### config.mk
export PLATFORM = sky130hd
export DESIGN_NAME = rr_resource_scheduler
export DESIGN_NICKNAME = d
export VERILOG_FILES = /design/src/rtl/rr_resource_scheduler.sv
export SDC_FILE = /design/constraint.sdc
export NUM_CORES = 1
export LEC_CHECK = 0
export CORE_MARGIN = 5
export CORE_UTILIZATION = 55
export CTS_CLUSTER_SIZE = 20
export DETAILED_ROUTE_END_ITERATION = 10
export PLACE_DENSITY = 0.91
export SETUP_SLACK_MARGIN = 0.02
export SLEW_MARGIN = 20
export SYNTH_ARGS = -nofsm -noshare
export SYNTH_HDL_FRONTEND = slang
export SYNTH_SLANG_ARGS = --single-unit
### constraint.sdc
create_clock -name clk -period 9.5 [get_ports clk]
set_input_delay 1.425 -clock clk [delete_from_list [all_inputs] [get_ports clk]]
set_output_delay 1.425 -clock clk [all_outputs]
set_load 0.01 [all_outputs]
### src/rtl/rr_resource_scheduler.sv
// rr_resource_scheduler: 8-way round-robin scheduler granting one owner at a time.
// Define RR_SCHED_QUANTUM_EN to add quantum-based preemption (hold counter, lock, preempt).
module rr_resource_scheduler #(
    parameter int QUANTUM = 16
) (
    input  logic       clk,
    input  logic       rst_n,
    input  logic [7:0] req,
    input  logic       lock,
    output logic [7:0] gnt,
    output logic [2:0] gnt_id,
    output logic       busy,
    output logic       preempt
);
    typedef enum logic {IDLE, GRANT} state_t;
    state_t     r_state, w_state_nxt;
    logic [7:0] r_gnt, w_gnt_nxt;
    logic [2:0] r_id, w_id_nxt;
    logic [2:0] r_ptr, w_ptr_nxt;
    logic       r_busy;
    logic [2:0] w_win;
    logic       w_own;
    logic       w_release;
`ifdef RR_SCHED_QUANTUM_EN
    localparam logic [7:0] Q = 8'(QUANTUM);
    logic [7:0] r_cnt, w_cnt_nxt;
    logic       r_preempt, w_pre_nxt;
    assign w_release = (r_cnt == Q) && !lock && |(req & ~r_gnt);
`else
    logic w_unused;
    assign w_unused  = &{1'b0, lock, 32'(QUANTUM)};
    assign w_release = 1'b0;
`endif
    assign w_own = req[r_id];
    // Descending scan so the requester closest to ptr wins.
    always_comb begin
        w_win = r_ptr;
        for (int i = 7; i >= 0; i--)
            if (req[r_ptr + 3'(i)]) w_win = r_ptr + 3'(i);
    end
    always_comb begin
        w_state_nxt = r_state;
        w_gnt_nxt   = r_gnt;
        w_id_nxt    = r_id;
        w_ptr_nxt   = r_ptr;
        if (r_state == IDLE) begin
            if (|req) begin
                w_state_nxt = GRANT;
                w_gnt_nxt   = 8'b1 << w_win;
                w_id_nxt    = w_win;
                w_ptr_nxt   = w_win + 3'd1;
            end
        end else if (!w_own || w_release) begin
            w_state_nxt = IDLE;
            w_gnt_nxt   = '0;
        end
    end
    always_ff @(posedge clk) begin
        if (!rst_n) begin
            r_state <= IDLE;
            r_gnt   <= '0;
            r_id    <= '0;
            r_ptr   <= '0;
            r_busy  <= 1'b0;
        end else begin
            r_state <= w_state_nxt;
            r_gnt   <= w_gnt_nxt;
            r_id    <= w_id_nxt;
            r_ptr   <= w_ptr_nxt;
            r_busy  <= |w_gnt_nxt;
        end
    end
`ifdef RR_SCHED_QUANTUM_EN
    always_comb begin
        w_cnt_nxt = (r_state == IDLE) ? (|req ? 8'd1 : r_cnt)
                                      : ((r_cnt == Q) ? r_cnt : r_cnt + 8'd1);
        w_pre_nxt = (r_state == GRANT) && w_own && w_release;
    end
    always_ff @(posedge clk) begin
        if (!rst_n) begin
            r_cnt     <= '0;
            r_preempt <= 1'b0;
        end else begin
            r_cnt     <= w_cnt_nxt;
            r_preempt <= w_pre_nxt;
        end
    end
    assign preempt = r_preempt;
`else
    assign preempt = 1'b0;
`endif
    assign gnt    = r_gnt;
    assign gnt_id = r_id;
    assign busy   = r_busy;
endmodule
Word level (Yosys, flattened, before mapping)
Index checks and enable logic that the tools add are counted.

$add $sub $neg: 8. $lt $le $gt $ge: 9. Shifts and indexed selects: 1. Multiplexer cells: 32. Bitwise operators: 1. Reductions and logical operators: 3.

Operators by type and width (count): 3-bit by 4-bit < comparator with 1-bit output (second input constant) (9); 1-bit binary-select mux with 3-bit select (9); 3-bit two-way mux (8); 8-bit two-way mux (3); 8-bit OR reduction (2); 3-bit adder (second input constant) (4); 1-bit two-way mux (12); 1-bit by 3-bit << shifter with 8-bit output (first input constant) (1); 3-bit by 1-bit adder with 3-bit output (second input constant) (2); 3-bit by 2-bit adder with 3-bit output (second input constant) (2); 2-bit AND reduction (1); 1-bit inverter (1).

Register bits: 16. Input bits: 11. Output and inout port bits: 13. Logic and storage cells: 59.

Depth between registers and ports, before layout
Word-level depth: 15. Depth in mapped cells: 17. Depth with buffers taken out: 14.

Least setup slack after synthesis
No wires, ideal clock.

Path type: input to register. From: in req[2]. To: reg r_busy, in the netlist busy. Setup time: 0.074 ns. Data arrival time: 3.974 ns. Data required time: 9.426 ns. Setup slack: 5.452 ns. Cell stages on the path: 12. Path buffers: 0. Path through: mux4_2 > mux2_4 > and3_4 > or3_4 > a221oi_4 > inv_4 > nor2_1 > ha_1 > a21oi_1 > o21ai_0 > o21ai_0 > a31oi_1.

Cells in the longest elaborated chain, start to end: 14. Elaborated cells on any way between the ends: 32.

Ends and longest elaborated chain: start, declared (RTL line 8) `input logic [7:0] req,`; 1-bit binary-select mux with 3-bit select (RTL line 39) `if (req[r_ptr + 3'(i)]) w_win = r_ptr + 3'(i);`; 1-bit two-way mux (implied by the code) (RTL line 39); 3-bit two-way mux (8 in series) (RTL line 39); 1-bit by 3-bit << shifter with 8-bit output (RTL line 49) `w_gnt_nxt = 8'b1 << w_win;`; 8-bit two-way mux (RTL line 47) `if (|req) begin`; 8-bit two-way mux (*) (RTL line 46) `if (r_state == IDLE) begin`; 8-bit OR reduction (*) (RTL line 70) `r_busy <= |w_gnt_nxt;`; end signal, assigned (RTL line 70); end, declared (RTL line 20) `logic r_busy;`.

Every way passes the cells marked *; elsewhere a longest branch is shown, timed or not. The select of a mux whose other input is x is not followed. A chain may end at the register's enable or synchronous reset.

Worst setup path in the final report
From: in req[1]. To: reg r_busy, in the netlist busy.

Same word-level chain as after synthesis.

==> results.tsv <==
metric	value	unit
status	finished clean	
Post-synth EDFFs	0	
Tightest Pin Transition	0.9793	ns
reg-to-reg startpoint	r_ptr[0]	
final total negative setup slack	0	ns
CTS tree	done	
cell mode on critical path	o21ai_0	
Worst Hold Path EP	gnt_id[2]	
worst hold start	gnt_id[2]	
area of the die	4097	um^2
FF-to-FF setup slack	4.87	ns
critical path depth in cells	13	
Synth warnings	0	
Syn Nets	187	
IO Port Bufs	21	
Setup-failing EPs final	0	
CP bufs+invs	2	
Pwr Density	405.0	nW/um^2
global-route wire length before repair	6775	um
Final Skew	0.004189	ns
Worst path top cell family by delay	compound AO/OA/AOI/OAI gates	
routed length per instance	18.31	um
clock-pin slew on the worst setup and hold paths	0.09	ns
sw frac	50.70	%
Tmin final	4.782	ns
Peak VDD IR	0.0002764	V
final hold violation count	0	
chip width	64.01	um
Detailed Routing Iterations Pass 1	4	
reg2reg end	busy	
kind of critical path	in2reg	
H-tree depth	1	
cts repair resizes	0	
Die H	64.01	um
main area contributors after synthesis	dfxtp_1, mux4_2, mux2i_1	
Yosys top cell area share	19.97	%
effective utilization at floorplan	57.67	%
synth unique cells	55	
IO Pins	24	
Clock Power Share	4.8	%
Final #Nets	203	
Clk Latency, worst-skew pair	0.30	ns
CP endpoint kind	register	
CP max stage delay	0.58	ns
worst r2r path cells	14	
CTS Hold Bufs	0	
worst path cell trace	clkdlybuf4s50_1 -> mux4_2 -> mux2_4 -> and3_4 -> or3_4 -> a221oi_4 -> inv_4 -> nor2_1 -> ha_1 -> a21oi_1 -> o21ai_0 -> o21ai_0 -> a31oi_1	
Post-CTS Setup Inserts	0	
largest net degree at the start of global routing	23	
ANT nets after route	0	
Hold Path Depth	2	
highest clock rate	209.1	MHz
Synth Cell Area	1604	um^2
ANT cells	0	
Final Slew Violations	0	
synthesis-stage register bit count	16	
WP data required	9.73	ns
clk buf depth	2	
worst min path class	reg2reg	
vias in the first global route	1454	
Row Count	19	
sequential cell fraction of total power	19.3	%
routed wire length	3992	um
area delta synth->final	13.65	%
Int Power	0.3640	mW
GR Overflow Total	0	
CTS sink count	16	
footprint of the multi-input gates	1199	um^2
fin crit share	50.33	%
RD Place Congestion	0.8966	
CTS Buf Count	3	
RSZ-0062 raised after global routing	no	
dpl hpwl	3043	um
Syn Area/Cell	9.272	um^2
GRT Resource Usage Total	20.41	%
via count	1511	
DRC Markers	0	
leak pwr	0.6560	nW
Root Buffer	clkbuf_4	
Fill cells	218	
share of layout cells above drive strength 1	14.44	%
count leader, synth	nand2_1	
Core Area	2781	um^2
final instance area	1823	um^2
crit path max fanout	8	
slowest CP cell	mux4_2	
initial drt markers	127	
sequential share of the synthesized area	19.97	%
async set or reset register ratio after synthesis	0	%
max-cap check violation count	0	
Critical Path Source Type	input pin	
most used flip-flop cell after synthesis	dfxtp_1	
top cells by count, synth	nand2_1, dfxtp_1, mux4_2	
CP arrival	5.01	ns
area leader, netlist	dfxtp_1	
Relative slew margins	34.63	%
DP Area	1800	um^2
initial antenna violation count	0	
Comb power frac	75.9	%
Synth Instances	173	
total area of sequential cells	320.3	um^2
NetSw	0.3743	mW
Vias/cell	6.931	
==> cells in the final DEF, fill, tap and decap left out, types with 2 or more instances in the layout <==
| cell type | instances |
|---|---|
| mux2_2 | 3 |
| xnor2_1 | 3 |
| and3_1 | 2 |
| inv_1 | 7 |
| clkbuf_4 | 3 |
| a31oi_1 | 3 |
| nor4_4 | 2 |
| a21boi_1 | 3 |
| ha_1 | 3 |
| mux2i_1 | 9 |
| a21oi_1 | 10 |
| nor3_1 | 3 |
| nand3_1 | 3 |
| a22oi_1 | 2 |
| nor2_1 | 6 |
| nor4_1 | 6 |
| o21ai_0 | 6 |
| and2_1 | 2 |
| mux4_2 | 12 |
| nand2_1 | 22 |
| clkdlybuf4s50_1 | 21 |
| dfxtp_1 | 16 |
| nand2b_1 | 3 |
| o211ai_1 | 2 |
| a32o_1 | 7 |
| mux2_4 | 2 |
==> metal layers <==
metal  up-vias  routed length (um)  track usage, %  part of all wire (%)
met1       721                1662           27.11                    42
met2        69                1928           31.16                    48
met5         -                   0               0                     0
met4         0                 119           9.610                   3.0
met3        13                 281           4.729                   7.0
li1        708                   -               -                     -
==> logic make-up (layout without fill, tap and decap cells) <==
group / count (synthesis) / in the layout / share of synthesized area, %
AO/OA/AOI/OAI: 50 / 50 / 24.03
buffers and inverters: 18 / 32 / 5.305
AND/OR/NAND/NOR: 55 / 55 / 19.34
other: 1 / 1 / 0.2338
multiplexers: 27 / 27 / 27.15
adder cells (fa/ha/maj): 3 / 3 / 2.340
XOR/XNOR: 3 / 3 / 1.638
flip-flops: 16 / 16 / 19.97
==> per-stage QoR <==
| step | setup slack (ns) | power [mW] | instances | hold WS [ns] | util [%] |
|---|---|---|---|---|---|
| after global routing | 4.370 | 0.8030 | 218 | 0.5232 | 65.54 |
| final | 4.718 | 0.7382 | 218 | 0.4965 | 65.54 |
| after global placement | 4.557 | 0.6708 | 215 | 0.4689 | 64.73 |
| after detailed placement | 4.472 | 0.6993 | 215 | 0.4804 | 64.73 |
| after floorplan | 5.452 | 0.5685 | 173 | 0.4959 | - |
| after CTS | 4.772 | 0.7366 | 218 | 0.4958 | 65.54 |
==> worst min-delay path: stages, from the launching register on <==
cell	delay (ns)
dfxtp_1	0.34
nand2_1	0.06
a21boi_1	0.05
==> sequential cells by signal, summed over array words and instances (netlist names) <==
name and count:
busy 1, gnt 8, r_state 1, r_ptr 3, gnt_id 3
==> layout make-up <==
| class | instances | share of cell area [%] |
|---|---|---|
| clock buffer | 3 | 1.235 |
| inverter | 8 | 1.784 |
| multi-input combinational | 139 | 65.75 |
| sequential | 16 | 17.57 |
| tap | 31 | 2.128 |
| timing repair buffer | 21 | 11.53 |
==> worst max-delay path by stage <==
stage	slack [ns]	end	startpoint
after detailed placement	4.47	busy	req[2]
after global placement	4.56	busy	req[2]
after floorplan	5.45	busy	req[2]
after CTS	4.77	busy	req[2]
after global routing	4.37	busy	r_ptr[0]
final	4.72	busy	req[1]
==> power by group through the flow <==
| stage | registers (mW) | logic [mW] | clock network, mW |
|---|---|---|---|
| 2_1_floorplan | 0.119 | 0.449 | 0 |
| 3_3_place_gp | 0.141 | 0.530 | 0 |
| 3_5_place_dp | 0.145 | 0.555 | 0 |
| 4_1_cts | 0.143 | 0.556 | 0.0372 |
| 5_1_grt | 0.151 | 0.612 | 0.0401 |
| 6_report | 0.142 | 0.560 | 0.0358 |
Note: power is estimated with default switching activity, not from simulation.
